===== src/rtl/bpsk_frame_sync.sv =====
// BPSK frame sync: hunts a sync word in either polarity, then packs a fixed payload into bytes (MSB first).
// Latency: each byte is registered on the edge sampling its 8th valid bit; no backpressure, valid_x gaps simply stall all state.
module bpsk_frame_sync #(
  parameter logic [31:0] SYNC_WORD     = 32'h0000F0A5,
  parameter int          SYNC_LEN      = 16,
  parameter int          PAYLOAD_BYTES = 4
) (
  input  logic       CLK,
  input  logic       RST,
  input  logic       valid_x,
  input  logic       x,
  output logic       valid_o,
  output logic [7:0] data_o,
  output logic       sof,
  output logic       eof,
  output logic       locked,
  output logic       inv
);

  localparam int                   FW        = $clog2(SYNC_LEN + 1);
  localparam logic [SYNC_LEN-1:0]  SW        = SYNC_WORD[SYNC_LEN-1:0];
  localparam logic [FW-1:0]        FILL_MAX  = FW'(SYNC_LEN);
  localparam logic [FW-1:0]        FILL_ARM  = FW'(SYNC_LEN - 1);
  localparam logic [7:0]           LAST_BYTE = 8'(PAYLOAD_BYTES - 1);

  typedef enum logic {HUNT, PAYLOAD} state_t;

  state_t              state_q, state_d;
  logic [SYNC_LEN-1:0] hist_q, hist_d;
  logic [FW-1:0]       fill_q, fill_d;
  logic [2:0]          bit_cnt_q, bit_cnt_d;
  logic [7:0]          byte_cnt_q, byte_cnt_d;
  logic [7:0]          shreg_q, shreg_d;
  logic                inv_q, inv_d;
  logic                valid_d, sof_d, eof_d;
  logic [7:0]          data_d;

  logic [SYNC_LEN-1:0] cand;
  logic [7:0]          byte_w;

  // Window including the bit currently presented, so the match lands on the edge that samples it.
  assign cand   = {hist_q[SYNC_LEN-2:0], x};
  assign byte_w = {shreg_q[6:0], x ^ inv_q};

  always_comb begin
    state_d    = state_q;
    hist_d     = hist_q;
    fill_d     = fill_q;
    bit_cnt_d  = bit_cnt_q;
    byte_cnt_d = byte_cnt_q;
    shreg_d    = shreg_q;
    inv_d      = inv_q;
    valid_d    = 1'b0;
    sof_d      = 1'b0;
    eof_d      = 1'b0;
    data_d     = data_o;

    if (valid_x) begin
      hist_d = cand;
      if (fill_q != FILL_MAX) begin
        fill_d = fill_q + 1'b1;
      end

      case (state_q)
        HUNT: begin
          if (fill_q >= FILL_ARM) begin
            if (cand == SW) begin
              state_d = PAYLOAD;
              inv_d   = 1'b0;
            end else if (cand == ~SW) begin
              state_d = PAYLOAD;
              inv_d   = 1'b1;
            end
          end
        end

        PAYLOAD: begin
          shreg_d   = byte_w;
          bit_cnt_d = bit_cnt_q + 3'd1;
          if (bit_cnt_q == 3'd7) begin
            valid_d    = 1'b1;
            data_d     = byte_w;
            sof_d      = (byte_cnt_q == 8'd0);
            eof_d      = (byte_cnt_q == LAST_BYTE);
            byte_cnt_d = byte_cnt_q + 8'd1;
            if (byte_cnt_q == LAST_BYTE) begin
              // Frame done: next sync must be built from fresh bits only.
              state_d    = HUNT;
              fill_d     = '0;
              bit_cnt_d  = 3'd0;
              byte_cnt_d = 8'd0;
            end
          end
        end

        default: state_d = HUNT;
      endcase
    end
  end

  always_ff @(posedge CLK or negedge RST) begin
    if (!RST) begin
      state_q    <= HUNT;
      hist_q     <= '0;
      fill_q     <= '0;
      bit_cnt_q  <= 3'd0;
      byte_cnt_q <= 8'd0;
      shreg_q    <= 8'd0;
      inv_q      <= 1'b0;
      valid_o    <= 1'b0;
      data_o     <= 8'h00;
      sof        <= 1'b0;
      eof        <= 1'b0;
    end else begin
      state_q    <= state_d;
      hist_q     <= hist_d;
      fill_q     <= fill_d;
      bit_cnt_q  <= bit_cnt_d;
      byte_cnt_q <= byte_cnt_d;
      shreg_q    <= shreg_d;
      inv_q      <= inv_d;
      valid_o    <= valid_d;
      data_o     <= data_d;
      sof        <= sof_d;
      eof        <= eof_d;
    end
  end

  assign locked = (state_q == PAYLOAD);
  assign inv    = inv_q;

endmodule


===== config.mk =====
export PLATFORM = sky130hd
export DESIGN_NAME = bpsk_frame_sync
export DESIGN_NICKNAME = d
export VERILOG_FILES = /design/src/rtl/bpsk_frame_sync.sv
export SDC_FILE = /design/constraint.sdc
export NUM_CORES = 1
export LEC_CHECK = 0
export BUFFER_PORTS_ARGS = -buffer_cell sky130_fd_sc_hd__buf_2
export CAP_MARGIN = 25
export CORE_MARGIN = 10
export CORE_UTILIZATION = 58
export CTS_CLUSTER_DIAMETER = 50
export DETAILED_ROUTE_END_ITERATION = 8
export PLACE_DENSITY = 0.79
export SYNTH_ARGS = -nofsm -noshare
export SYNTH_HDL_FRONTEND = slang
export SYNTH_SLANG_ARGS = --single-unit

===== constraint.sdc =====
create_clock -name CLK -period 2.13 [get_ports CLK]
set_input_delay 0.213 -clock CLK [delete_from_list [all_inputs] [get_ports CLK]]
set_output_delay 0.213 -clock CLK [all_outputs]
set_load 0.005 [all_outputs]

==> key figures <==
Critical path
  • Crit Path Category: flop to flop
  • R2R setup slack: 240 ps
  • Number of cells on the critical path: 6
  • Worst setup SP type: flop
  • Crit path arrival time: 2080 ps
  • Max FO, Critical Path: 4
  • Max incr delay on CP: 410 ps
  • Reg2Reg Depth: 6
  • Critical Path RT: 2320 ps
  • Most common cell type on the critical path: ha_1
  • Critical-path cell list: ha_1, and3_1, ha_1, o311ai_1, nor4_2, a211o_2
  • CP max stage cell: dfrtp_1
  • Buf/Inv on CP: 0
  • Critical Path End Type: flop
  • Cell family with most CP delay: compound AO/OA/AOI/OAI gates

Timing
  • Slew @ Worst Pin: 610 ps
  • Period Utilization, post-route: 89.0%
  • Min Hold Slack: 7.72 ps
  • Setup Skew: 9.05 ps
  • Slew HR: 59.3%
  • Finish-stage setup viols: 0
  • Crit path time final: 1890 ps
  • Max-slew violation count: 0
  • Fmax: 0.528 GHz
  • Final Hold Fails: 0
  • Fin worst setup slack: 235 ps
  • Fin Setup TNS: 0 ps
  • RSZ-0062 raised after global routing: no

Status
  • Status: completed

Place
  • I/O Buffers: 16
  • Pre-CTS WS: 225 ps
  • RePlAce Congestion: 0.721
  • Placed cell area: 0.00238 mm^2
  • Final HPWL DP: 2700 um

Yosys
  • Synth Cell Area: 0.00225 mm^2
  • Yosys warns: 0
  • Synth area leader: dfrtp_1
  • Yosys top cell area share: 56.8%
  • Synth top area cells: dfrtp_1 57%, nand2_1 9.8%, mux2_2 7.5%, ha_1 3.9%, xnor2_1 1.9%
  • Primary FF master, synth: dfrtp_1
  • Net Count, Synth: 219
  • Register bit total from synthesis: 51
  • Post-Syn Instances: 208
  • Commonest cells post-synth: 59 x nand2_1, 51 x dfrtp_1, 15 x mux2_2
  • Avg Inst Size Synth: 10.8 um^2
  • Post-synth EDFFs: 0
  • Fraction of registers with async set/reset: 100%
  • Register area share after synthesis: 56.8%
  • Netlist cell types: 35
  • Most frequent cell after synthesis: nand2_1

Routing
  • DR WL/cell: 13.8 um
  • Total Wirelength: 3810 um
  • Remaining antenna violation count: 0
  • DR vias: 1,513
  • Vias/cell: 5.46
  • DR DRC count: 0
  • DRT Pass-1 Iters: 4
  • Initial DRC count: 44

Cells and area
  • # nets final: 239
  • Layout cells sized above 1: 20.5%
  • Syn-to-layout area delta: 9.79%
  • Antenna diode count: 0
  • Cell area after layout: 0.00247 mm^2
  • Utilization after layout: 66.4%

Clock network
  • Worst-case clock buffer depth: 2
  • CTS sink count: 51
  • Post-CTS Setup Bufs: 0
  • # hold bufs at CTS: 0
  • CTS tree: done
  • Worst-path clk slew: 90 ps
  • Clock Latency Late Sink: 300 ps
  • Clk root buf: clkbuf_8
  • Resized cells post-CTS: 0
  • CTS Buf Count: 5
  • CTS H-tree lvls: 2

GRT
  • Initial antenna violation count: 0
  • Gr usage total: 12.3%
  • Largest net degree at the start of global routing: 52
  • Vias in the first global route: 1,582
  • First-pass GRT wire length: 6760 um
  • Remaining global-route overflow: 0

Die
  • Initial Util: 60.5%
  • Top-Level Pins: 17
  • Rows: 22
  • Die Area: 0.00677 mm^2
  • Die extent in y: 82.3 um
  • Die Wd: 82.3 um
  • Core area: 0.00372 mm^2

Worst hold path
  • Hold WC Path Type: input port to asynchronous set/reset pin

Power and ir drop
  • Power Dens Cells: 864 mW/mm^2
  • Max rail drop VDD: 654 uV
  • Static leakage: 0.00129 uW

Run
  • Max-Cap Viols: 0
[registers in the layout (all words and copies together), names as in the netlist]
signal and cells:
bit_cnt_q 3, byte_cnt_q 8, data_o 8, eof 1, fill_q 5, hist_q 15
inv 1, locked 1, shreg_q 7, sof 1, valid_o 1
[layer usage]
metal	track usage (%)	wire, um
met1	13.7	1660
met2	22.2	1870
met3	3.13	221
met4	4.42	51
met5	0	0
[layout make-up]
type / count / area [um^2]
clock buffer: 6 / 72.6
tap: 48 / 60.1
sequential: 51 / 1280
fill: 289 / 1250
clock inverter: 2 / 12.5
timing repair buffer: 19 / 103
multi-input combinational: 143 / 915
inverter: 8 / 30.0
[where the power goes]
group / total [uW] / switching [uW] / leakage (uW) / internal (uW)
clock network: 535 / 305 / 0.0000412 / 230
logic: 337 / 148 / 0.000583 / 189
registers: 1260 / 140 / 0.000665 / 1120
[layout by cell type (no fill, tap or decap), types with 5 or more instances in the layout]
cell type	synthesis	layout
a21oi_1	7	7
dfrtp_1	51	51
mux2_2	15	15
nand2_1	59	59
inv_1	7	7
xnor2_1	5	5
and3_1	6	6
ha_1	7	7
buf_2	4	16
nor2_1	7	7
clkbuf_8	0	5
[kinds of logic after synthesis]
logic type / Yosys count / synth area share [%]
AOI/OAI and AO/OA: 19 / 5.51
xor gates and xnor gates: 7 / 2.73
adders and majority gates: 7 / 3.90
buffers and inverters: 14 / 2.56
DFF: 51 / 56.8
muxes: 15 / 7.51
and+or+nand+nor: 95 / 21.0
[path summary, 6_finish.rpt]
path                                       startpoint                         to
worst max-delay path            fill_q[0]$_DFFE_PN0P_         locked$_DFFE_PN0P_
worst min-delay path                              RST  byte_cnt_q[6]$_DFFE_PN0P_
worst min register to register  data_o[4]$_DFFE_PN0P_      data_o[4]$_DFFE_PN0P_
worst max register to register  fill_q[0]$_DFFE_PN0P_         locked$_DFFE_PN0P_
max in group asynchronous                         RST      fill_q[4]$_DFFE_PN0P_
min in group CLK                                    x      hist_q[0]$_DFFE_PN0P_
[metrics by stage]
step	total power, uW	cells
finish	2130	277
global route	2270	277
CTS	2150	277
detailed placement	1620	269
global placement	1600	269
floorplan	1510	208
Note: power is estimated with default switching activity, not from simulation.
